### src/rtl/serial_adder_seq.sv
// Bit-serial WIDTH-bit adder/subtractor: one full-adder stage and a carry flop,
// one bit per clock LSB first, with a start/busy/done handshake.
module serial_adder_seq #(
  parameter int WIDTH = 8
) (
  input  logic             clk,
  input  logic             reset,
  input  logic             start,
  input  logic [WIDTH-1:0] A,
  input  logic [WIDTH-1:0] B,
  input  logic             Cin,
  input  logic             Sub,
  output logic             busy,
  output logic             done,
  output logic [WIDTH-1:0] Sum,
  output logic             Cout,
  output logic             Ovf
);

  localparam int CW = (WIDTH > 1) ? $clog2(WIDTH) : 1;
  localparam logic [CW-1:0] LAST = CW'(WIDTH - 1);

  typedef enum logic [1:0] {IDLE, SHIFT, DONE} state_t;

  state_t           state_reg;
  logic [WIDTH-1:0] a_reg;
  logic [WIDTH-1:0] b_reg;
  logic [WIDTH-1:0] res_reg;
  logic [WIDTH-1:0] res_next;
  logic             carry_reg;
  logic [CW-1:0]    cnt_reg;
  logic             s_bit;
  logic             carry_next;

  assign s_bit      = a_reg[0] ^ b_reg[0] ^ carry_reg;
  assign carry_next = (a_reg[0] & b_reg[0]) | (a_reg[0] & carry_reg) | (b_reg[0] & carry_reg);
  // New bit enters at the MSB end; after WIDTH shifts the LSB has reached bit 0.
  assign res_next   = WIDTH'({s_bit, res_reg} >> 1);

  always_ff @(posedge clk) begin
    if (reset) begin
      state_reg <= IDLE;
      a_reg     <= '0;
      b_reg     <= '0;
      res_reg   <= '0;
      carry_reg <= 1'b0;
      cnt_reg   <= '0;
      busy      <= 1'b0;
      done      <= 1'b0;
      Sum       <= '0;
      Cout      <= 1'b0;
      Ovf       <= 1'b0;
    end else begin
      case (state_reg)
        IDLE: begin
          done <= 1'b0;
          if (start) begin
            a_reg     <= A;
            b_reg     <= Sub ? ~B : B;
            carry_reg <= Sub ? 1'b1 : Cin;
            res_reg   <= '0;
            cnt_reg   <= '0;
            busy      <= 1'b1;
            state_reg <= SHIFT;
          end
        end
        SHIFT: begin
          a_reg     <= a_reg >> 1;
          b_reg     <= b_reg >> 1;
          carry_reg <= carry_next;
          res_reg   <= res_next;
          cnt_reg   <= cnt_reg + 1'b1;
          if (cnt_reg == LAST) begin
            // carry_reg is the carry into the MSB here, carry_next the carry out of it.
            Sum       <= res_next;
            Cout      <= carry_next;
            Ovf       <= carry_reg ^ carry_next;
            busy      <= 1'b0;
            done      <= 1'b1;
            state_reg <= DONE;
          end
        end
        DONE: begin
          done      <= 1'b0;
          state_reg <= IDLE;
        end
        default: begin
          busy      <= 1'b0;
          done      <= 1'b0;
          state_reg <= IDLE;
        end
      endcase
    end
  end

endmodule

### config.mk
export PLATFORM = sky130hd
export DESIGN_NAME = serial_adder_seq
export DESIGN_NICKNAME = d
export VERILOG_FILES = /design/src/rtl/serial_adder_seq.sv
export SDC_FILE = /design/constraint.sdc
export NUM_CORES = 1
export LEC_CHECK = 0
export ABC_AREA = 1
export BUFFER_PORTS_ARGS = -buffer_cell sky130_fd_sc_hd__buf_2
export CAP_MARGIN = 20
export CORE_ASPECT_RATIO = 1.4
export CORE_MARGIN = 5
export CORE_UTILIZATION = 58
export DETAILED_ROUTE_END_ITERATION = 10
export PLACE_DENSITY = 0.84
export SYNTH_ARGS = -nofsm -noshare
export SYNTH_HDL_FRONTEND = slang
export SYNTH_SLANG_ARGS = --single-unit
export TNS_END_PERCENT = 10
### constraint.sdc
create_clock -name clk -period 1.8 [get_ports clk]
set_input_delay 0.27 -clock clk [delete_from_list [all_inputs] [get_ports clk]]
set_output_delay 0.27 -clock clk [all_outputs]
set_load 0.05 [all_outputs]
==> results of run 1 <==
## worst paths after layout
kind                                   to  depth (start not counted)  slack, ps                    start
setup / recovery        Cout$_SDFFE_PP0P_                          8        430  cnt_reg[0]$_SDFFE_PP0P_
setup reg to reg        Cout$_SDFFE_PP0P_                          8        430  cnt_reg[0]$_SDFFE_PP0P_
hold / removal      a_reg[7]$_SDFFE_PP0P_                          3        220                     A[7]
hold reg to reg   cnt_reg[0]$_SDFFE_PP0P_                          1        460  cnt_reg[0]$_SDFFE_PP0P_
## layer usage
metal | track usage (%) | vias up | wire (um)
met1 | 20.72 | 729 | 1549
met5 | 0 | - | 0
met3 | 5.085 | 8 | 241
met2 | 31.90 | 47 | 1790
li1 | - | 881 | -
met4 | 8.121 | 0 | 68
## stage by stage
step	utilization [%]	std cells	instance area [um^2]	hold WS [ps]
floorplan	-	260	1826	348.5
global placement	65.40	324	2003	441.0
detailed placement	65.40	324	2003	449.5
CTS	68.10	332	2086	208.2
global route	68.10	332	2086	213.8
finish	68.10	332	2086	219.7
## Yosys cell counts (all sizes together), types with 2 or more instances
library cell | count | area, um^2
nand2 | 70 | 280.3
o22ai | 7 | 43.79
ha | 2 | 25.02
o21ai | 12 | 60.06
dfxtp | 41 | 820.8
inv | 33 | 123.9
buf | 6 | 38.79
a21oi | 3 | 15.01
clkbuf | 4 | 15.01
nor2 | 36 | 145.1
nand3 | 40 | 200.2
xor2 | 2 | 17.52
## cells by family (layout without fill, tap and decap cells)
kind of cell / after synthesis / after routing / share of synthesized area, %
flops: 41 / 41 / 44.96
buf+inv: 43 / 76 / 9.733
compound gates: 24 / 24 / 7.334
xor+xnor: 2 / 2 / 0.9597
fa+ha+maj: 3 / 3 / 2.467
simple gates: 147 / 147 / 34.54
## cell usage in the layout (no fill, tap or decap)
master     n
nor2_1    34
nor2_2     1
nor2_4     1
buf_4      3
o211ai_1   1
xor2_1     2
dfxtp_1   41
buf_2     32
o21ai_0   12
nand3_1   40
a211oi_1   1
clkbuf_8   5
nand2_1   67
inv_1     30
nand2_2    1
inv_2      3
a21oi_1    3
ha_1       2
clkinv_2   2
fa_1       1
o22ai_1    7
nand2_4    2
nor3_1     1
clkbuf_1   1
## power breakdown
group	switching [W]	internal (W)
Combinational	0.000125	0.0000735
Clock	0.000303	0.000268
Sequential	0.0000215	0.000939
Total	0.000450	0.00128
## area by class of cell
cell class,count,share of cell area (%)
clock buffers,6,3.479
clock inverters,2,0.4799
inverters,33,5.939
multi-input cells,176,39.65
flip-flops and latches,41,39.35
well taps,39,2.340
repair buffers,35,8.758
## worst max-delay path: stages (launching register included)
cell and delay [ps]:
dfxtp_1 320, ha_1 190, ha_1 190, inv_1 110, nor2_4 60, nand2_1 190, inv_1 90, nand2_1 70
nand2_1 50
==> impl_metrics.yaml, run 1 <==
grt:
  antenna_found_initial: 0
  grt_use_total_pct: 18.55
  grt_max_degree: 20
  grt_pass1_vias: 1530
  overflow: 0
  grt_pass1_wl_um: 6492
critical_path:
  crit_type: "flop to flop"
  critPathRequiredTime_ps: 1990
  crit_path_start_kind: "flop"
  cp-end-kind: "flop"
  worst-path-max-fanout: 8
  critical_path_arrival_ps: 1560
floorplanning:
  pin_count: 33
  rows: 24
  core_um2: 3063
  start_util_pct: 59.60
  dieArea_um2: 4385
  dieHeight_um: 76.38
  die_w_um: 57.42
synthesis:
  synth-seq-cells: 41
  yosys_warnings: 0
  synth_flop_cell: "dfxtp_1"
  synth.distinct_cells: 23
  synth_edf_count: 0
  syn_area_um2: 1826
  syn_nets: 284
  ys_seq_area_share_pct: 44.96
  synth_area_per_cell_um2: 7.021
  netlist_instances: 260
  async_flop_share_pct: 0
route:
  drc_errors: 0
  viasPerCell: 5.015
  vias: 1665
  ant_nets: 0
  routedWlPerCell_um: 10.99
  drt_iter0_drc: 50
  wirelength_um: 3650
  firstDrtPassIters: 4
final_layout:
  seqCellArea_um2: 820.8
  drive_above_1_share_pct: 17.06
  layout.nets: 316
  syn_to_final_growth_pct: 14.26
  n_antenna_cell: 0
  multiInputGateArea_um2: 827.0
  nFillCells: 280
hold_path:
  hold_path_class: "input pin to flop"
timing:
  grt_setup_unrepaired: "no"
  finalCriticalPeriod_ps: 1371
  fin_ws_ps: 428.9
  fin_crit_sh_pct: 76.17
  setup_viol: 0
  slew_violations: 0
  worstMarginPinSlew_ps: 419.0
  fin_setup_tns_ps: 0
  hold_viol: 0
  clock_skew_ps: 5.607
  max_freq_mhz: 729.3
  slew_headroom_pct: 72.04
cts:
  cts_tree: "done"
  postCtsSetupBuffers: 0
  max-clock-path-buffers: 2
  postCtsResizedCells: 0
  numCtsBuffers: 5
  clock_sinks: 41
  path_clk_slew_ps: 70
  ctsHoldBuffers: 0
  insertion_delay_ps: 290
  htree_levels: 2
  cts-root-buf: "clkbuf_8"
placement:
  dp.final_hpwl_um: 2632
  gp_congestion: 0.7737
  port_buffers: 32
  pre_cts_ws_ps: 416.4
power:
  cellLeakagePower_nw: 1.066
  p_per_area_nw_per_um2: 829.9
  ir_drop_mv: 0.6124
  power_w: 0.001731
job:
  max_cap_viol_count: 0
outcome:
  status: "completed"
(Power assumes the default switching activity.)
==> run 2: changes to the inputs <==
Settings changed: ABC_AREA 1 to 0, CORE_UTILIZATION 58 to 54, PLACE_DENSITY 0.84 to 0.79.
Clock period 1.8 ns to 1.3 ns, I/O delays scaled along.
==> impl_metrics.yaml, run 2 <==
outcome:
  status: "finished, violations left"
  violations: "setup timing"
synthesis:
  async_flop_share_pct: 0
  netlist_instances: 170
  synth.distinct_cells: 37
  synth_flop_cell: "dfxtp_1"
  syn_nets: 194
  netlist.area_leader.share_pct: 47.71
  synth_area_leader_cell: "dfxtp_1"
  synth_edf_count: 0
  ys_top_cells_by_count: "dfxtp_1, nor2_1, mux2i_1, a22o_1"
  synth_area_per_cell_um2: 10.12
  yosys-top-cells-area: "dfxtp_1, mux2i_1, a22o_1"
  synth-seq-cells: 41
  yosys_warnings: 0
  syn_area_um2: 1720
  ys_seq_area_share_pct: 47.71
  yosysMostFrequentCell: "dfxtp_1"
floorplanning:
  die_w_um: 57.71
  dieArea_um2: 4431
  rows: 24
  core_um2: 3093
  dieHeight_um: 76.79
  pin_count: 33
  start_util_pct: 55.62
power:
  power_w: 0.002690
  p_per_area_nw_per_um2: 1226
  clockPowerShare_pct: 38.9
  p_comb_share_pct: 10.9
  seq_power_share_pct: 50.3
  swShare_pct: 22.71
  cellLeakagePower_nw: 0.9943
  ir_drop_mv: 0.8135
  switchingPower_w: 0.0006108
  intPower_w: 0.002079
final_layout:
  final_cells: 254
  layout_commonest_cell: "dfxtp_1"
  final_cell_mix: "dfxtp_1, buf_2, nor2_1, buf_4"
  layout.nets: 238
  drive_above_1_share_pct: 37.21
  syn_to_final_growth_pct: 27.56
  n_antenna_cell: 0
  nFillCells: 238
grt:
  grt_max_degree: 16
  grt-busiest-layer: "met2"
  grtUsageMet1_pct: 20.10
  use_met3_pct: 5.714
  overflow: 0
  grt_pass1_vias: 1501
  grtUsageMet2_pct: 34.62
  antenna_found_initial: 0
  grt_pass1_wl_um: 6720
  grt_use_total_pct: 19.44
timing:
  slew_headroom_pct: 78.19
  fin_ws_ps: -72.59
  slew_violations: 0
  setup_viol: 10
  worstMarginPinSlew_ps: 326.3
  whs_ps: 176.2
  fin_crit_sh_pct: 105.6
  clock_skew_ps: 8.757
  hold_viol: 0
  grt_setup_unrepaired: "yes"
  fin_setup_tns_ps: -471.7
  finalCriticalPeriod_ps: 1373
  max_freq_mhz: 728.6
critical_path:
  crit_chain: "ha_4 > ha_4 > nand3b_1 > buf_6 > buf_12 > mux2i_2 > nor2_1"
  critical_path_arrival_ps: 1560
  cpPeakStageDelay_ps: 340
  slowest_stage: "dfxtp_2"
  crit_path_start_kind: "flop"
  critPathRequiredTime_ps: 1490
  worst-path-max-fanout: 5
  crit_type: "flop to flop"
  crit_path_frequent_cell: "ha_4"
  cp-end-kind: "flop"
cts:
  cts-root-buf: "clkbuf_8"
  max-clock-path-buffers: 2
  numCtsBuffers: 5
  htree_levels: 2
  clock_sinks: 41
  insertion_delay_ps: 290
  cts_tree: "done"
  path_clk_slew_ps: 80
placement:
  gp_congestion: 0.8147
  dpl.cell_count: 244
  dp.final_hpwl_um: 2875
  port_buffers: 32
  pre_cts_ws_ps: -81.59
route:
  wirelength_um: 3960
  ant_nets: 0
  viasPerCell: 5.681
  drc_errors: 0
  firstDrtPassIters: 4
  routedWlPerCell_um: 15.59
  vias: 1443
  drt_iter0_drc: 33
job:
  max_cap_viol_count: 0
hold_path:
  hold_path_class: "input pin to flop"
==> run 2: cell types whose count changed after synthesis, sizes merged, moves of 3 or more <==
| cell | delta |
|---|---|
| inv | -30 |
| a22o | +10 |
| o221ai | +6 |
| nor2 | -14 |
| nand3 | -37 |
| a221o | +5 |
| xnor2 | +7 |
| mux2i | +11 |
| a21oi | +6 |
| o21ai | -3 |
| o22ai | -5 |
| or3b | +4 |
| nand2 | -69 |
| nand2b | +3 |
==> run 2: repair_timing <==
action | CTS | global route
endpoints found under the setup margin | 26 | 33
gates cloned | 1 | 0
pin swaps | 1 | 1
buffers inserted | 1 | 0
resized for setup | 11 | 4
hold buffers | 0 | 0
endpoints found under the hold margin | 0 | 0
==> run 2: metrics by stage <==
| step | utilization, % | instance area [um^2] |
|---|---|---|
| floorplan | - | 1723 |
| global placement | 64.28 | 1988 |
| detailed placement | 64.28 | 1988 |
| CTS | 70.51 | 2181 |
| global route | 70.95 | 2195 |
| finish | 70.95 | 2195 |
==> run 2: cell families (layout without fill, tap and decap cells) <==
| group | after synthesis | in the layout | share of synthesized area [%] |
|---|---|---|---|
| mux | 12 | 12 | 7.055 |
| fa+ha+maj | 3 | 3 | 2.618 |
| flops | 41 | 41 | 47.71 |
| simple gates | 39 | 39 | 11.85 |
| xor+xnor | 9 | 9 | 4.582 |
| buf+inv | 17 | 62 | 4.945 |
| compound gates | 49 | 49 | 21.24 |
==> run 2: worst max-delay path: cells and delay by family, from the launching register on <==
kind          cells  cell delay (ps)
flops             1              340
simple gates      2              160
mux               1              200
buf+inv           2              250
fa+ha+maj         2              320
==> run 2: layer usage <==
| metal | part of all wire, % | up-vias | wire, um |
|---|---|---|---|
| li1 | - | 705 | - |
| met1 | 38 | 692 | 1492 |
| met5 | 0 | - | 0 |
| met2 | 55 | 39 | 2161 |
| met4 | 2.2 | 0 | 87 |
| met3 | 5.5 | 7 | 218 |
==> run 2: power groups by stage <==
stage / logic [W] / clock network, W / registers (W)
2_1_floorplan: 0.000189 / 0 / 0.00138
3_3_place_gp: 0.000267 / 0 / 0.00137
3_5_place_dp: 0.000279 / 0 / 0.00138
4_1_cts: 0.000286 / 0.00106 / 0.00135
5_1_grt: 0.000322 / 0.00111 / 0.00136
6_report: 0.000292 / 0.00105 / 0.00135
==> run 2: path summary, 6_finish.rpt <==
kind | slack, ps | startpoint | cells after the start | endpoint
setup / recovery | -70 | cnt_reg[0]$_SDFFE_PP0P_ | 7 | Sum[4]$_SDFFE_PP0P_
hold reg to reg | 470 | done$_SDFFE_PP0P_ | 1 | done$_SDFFE_PP0P_
setup reg to reg | -70 | cnt_reg[0]$_SDFFE_PP0P_ | 7 | Sum[4]$_SDFFE_PP0P_
hold / removal | 180 | A[7] | 3 | a_reg[7]$_SDFFE_PP0P_
==> run 2: final cells by class <==
cell class	count	area, um^2	share of cell area [%]
multi-input cells	112	860.8	39.22
flip-flops and latches	41	824.5	37.57
repair buffers	49	324.1	14.77
clock buffers	7	86.33	3.934
well taps	39	48.80	2.223
clock inverters	1	30.03	1.368
inverters	5	20.02	0.9122
==> run 3: changes to the inputs <==
Settings changed: CORE_MARGIN 5 to default, CORE_UTILIZATION 54 to 58, PLACE_DENSITY 0.79 to 0.84.
Clock period 1.3 ns to 1.7 ns, I/O delays scaled along.
==> impl_metrics.yaml, run 3 (synthesized netlist as in run 2, its figures left out) <==
outcome:
  status: "completed"
cts:
  postCtsResizedCells: 0
  postCtsSetupBuffers: 0
  max-clock-path-buffers: 2
  ctsHoldBuffers: 0
  cts-root-buf: "clkbuf_8"
  path_clk_slew_ps: 70
  insertion_delay_ps: 290
  htree_levels: 2
  cts_tree: "done"
  clock_sinks: 41
  numCtsBuffers: 5
critical_path:
  crit_path_start_kind: "flop"
  cp-startpoint: "state_reg[1]$_SDFFE_PP0P_"
  slowest_stage: "or4b_1"
  reg2reg_to: "b_reg[3]$_SDFFE_PP0P_"
  path_buf_inv: 0
  path_delay_family: "simple AND/OR/NAND/NOR gates"
  crit_chain: "or4b_1 > a2bb2oi_1 > o21ai_0"
  worst-path-max-fanout: 16
  cpPeakStageDelay_ps: 690
  r2r_start: "state_reg[1]$_SDFFE_PP0P_"
  rr_worst_depth: 3
  crit_type: "flop to flop"
  cp-end-kind: "flop"
  regToRegSetupSlack_ps: 180
  critical_path_arrival_ps: 1730
  critPathRequiredTime_ps: 1910
placement:
  gp_congestion: 0.7451
  port_buffers: 32
  dp.final_hpwl_um: 2413
final_layout:
  finish.utilization_pct: 70.44
  drive_above_1_share_pct: 28.22
  multiInputGateArea_um2: 814.5
  final_cell_mix: "dfxtp_1, buf_2, nor2_1, mux2i_1, a22o_1"
  n_antenna_cell: 0
  layout.nets: 225
  nFillCells: 199
  seqCellArea_um2: 820.8
  layout_commonest_cell: "dfxtp_1"
  syn_to_final_growth_pct: 16.65
route:
  firstDrtPassIters: 4
  ant_nets: 0
  vias: 1352
  drt_iter0_drc: 31
  viasPerCell: 5.657
  wirelength_um: 3334
  routedWlPerCell_um: 13.95
  drc_errors: 0
power:
  switchingPower_w: 0.0004551
  clockPowerShare_pct: 39.2
  seq_power_share_pct: 51.1
  swShare_pct: 22.42
  intPower_w: 0.001575
  p_per_area_nw_per_um2: 1011
  ir_drop_mv: 0.7217
  cellLeakagePower_nw: 0.9202
  p_comb_share_pct: 9.7
grt:
  antenna_found_initial: 0
  grt_max_degree: 20
  overflow: 0
  grt_pass1_wl_um: 5250
  grt_pass1_vias: 1236
  grt_use_total_pct: 23.60
floorplanning:
  rows: 23
  core_um2: 2849
  dieArea_um2: 3191
  pin_count: 33
  start_util_pct: 60.39
  dieHeight_um: 66.44
  die_w_um: 48.03
timing:
  slew_headroom_pct: 69.54
  max_freq_mhz: 659.9
  fin_crit_sh_pct: 89.14
  hold_viol: 0
  finalCriticalPeriod_ps: 1515
  clock_skew_ps: 4.098
  grt_setup_unrepaired: "no"
  fin_setup_tns_ps: 0
  worstMarginPinSlew_ps: 456.2
  whs_ps: 235.0
  slew_violations: 0
  setup_viol: 0
hold_path:
  hold_path_class: "input pin to flop"
  min_path_cells: 3
  worstHoldStart: "A[7]"
  min_to: "a_reg[7]$_SDFFE_PP0P_"
job:
  max_cap_viol_count: 0
==> run 3: changes by cell type in the layout (fill, tap and decap cells not counted), moves of 2 or more <==
cell     delta
dfxtp_2     -3
buf_4      -10
ha_1        +2
dfxtp_1     +3
ha_4        -2
==> run 3: routing by layer <==
layer | global-route usage [%] | routed length (um) | part of all wire [%]
met1 | 26.11 | 1435 | 43
met2 | 39.86 | 1736 | 52
met3 | 7.377 | 107 | 3.2
met4 | 9.375 | 55 | 1.6
met5 | 0 | 0 | 0
==> run 3: how the worst max path moves through the flow <==
stage,cells after the start,slack [ps],endpoint
after floorplan,6,330,Cout$_SDFFE_PP0P_
after global placement,3,280,b_reg[3]$_SDFFE_PP0P_
after detailed placement,3,210,b_reg[3]$_SDFFE_PP0P_
after CTS,3,190,b_reg[3]$_SDFFE_PP0P_
after global routing,4,60,res_reg[6]$_SDFFE_PP0P_
final,3,180,b_reg[3]$_SDFFE_PP0P_
==> run 3: worst register-to-register path, cell delays in order, from the launching register on <==
cell and delay, ps:
dfxtp_1 450, or4b_1 690, a2bb2oi_1 190, o21ai_0 100
==> run 3: cell type report <==
class                      instances  share of cell area [%]
clock buffer                       7                   4.302
clock inverter                     1                   1.496
inverter                           5                  0.9352
multi-input combinational        112                   40.59
sequential                        41                   40.90
tap                               37                   2.307
timing repair buffer              36                   9.476
==> run 3: power groups by stage <==
| stage | logic, W | registers (W) | clock network [W] |
|---|---|---|---|
| floorplan | 0.000144 | 0.00105 | 0 |
| global placement | 0.000187 | 0.00106 | 0 |
| detailed placement | 0.000196 | 0.00106 | 0 |
| CTS | 0.000196 | 0.00104 | 0.000804 |
| global route | 0.000217 | 0.00104 | 0.000853 |
| finish | 0.000196 | 0.00104 | 0.000796 |
==> run 3: stage by stage <==
stage / instance area, um^2 / power [W] / worst slack (ps) / cells
after CTS: 2007 / 0.002036 / 190.2 / 239
after global placement: 1891 / 0.001242 / 280.2 / 231
final: 2007 / 0.002030 / 184.5 / 239
after floorplan: 1720 / 0.001196 / 330.2 / 170
after detailed placement: 1891 / 0.001253 / 214.2 / 231
after global routing: 2007 / 0.002111 / 58.73 / 239
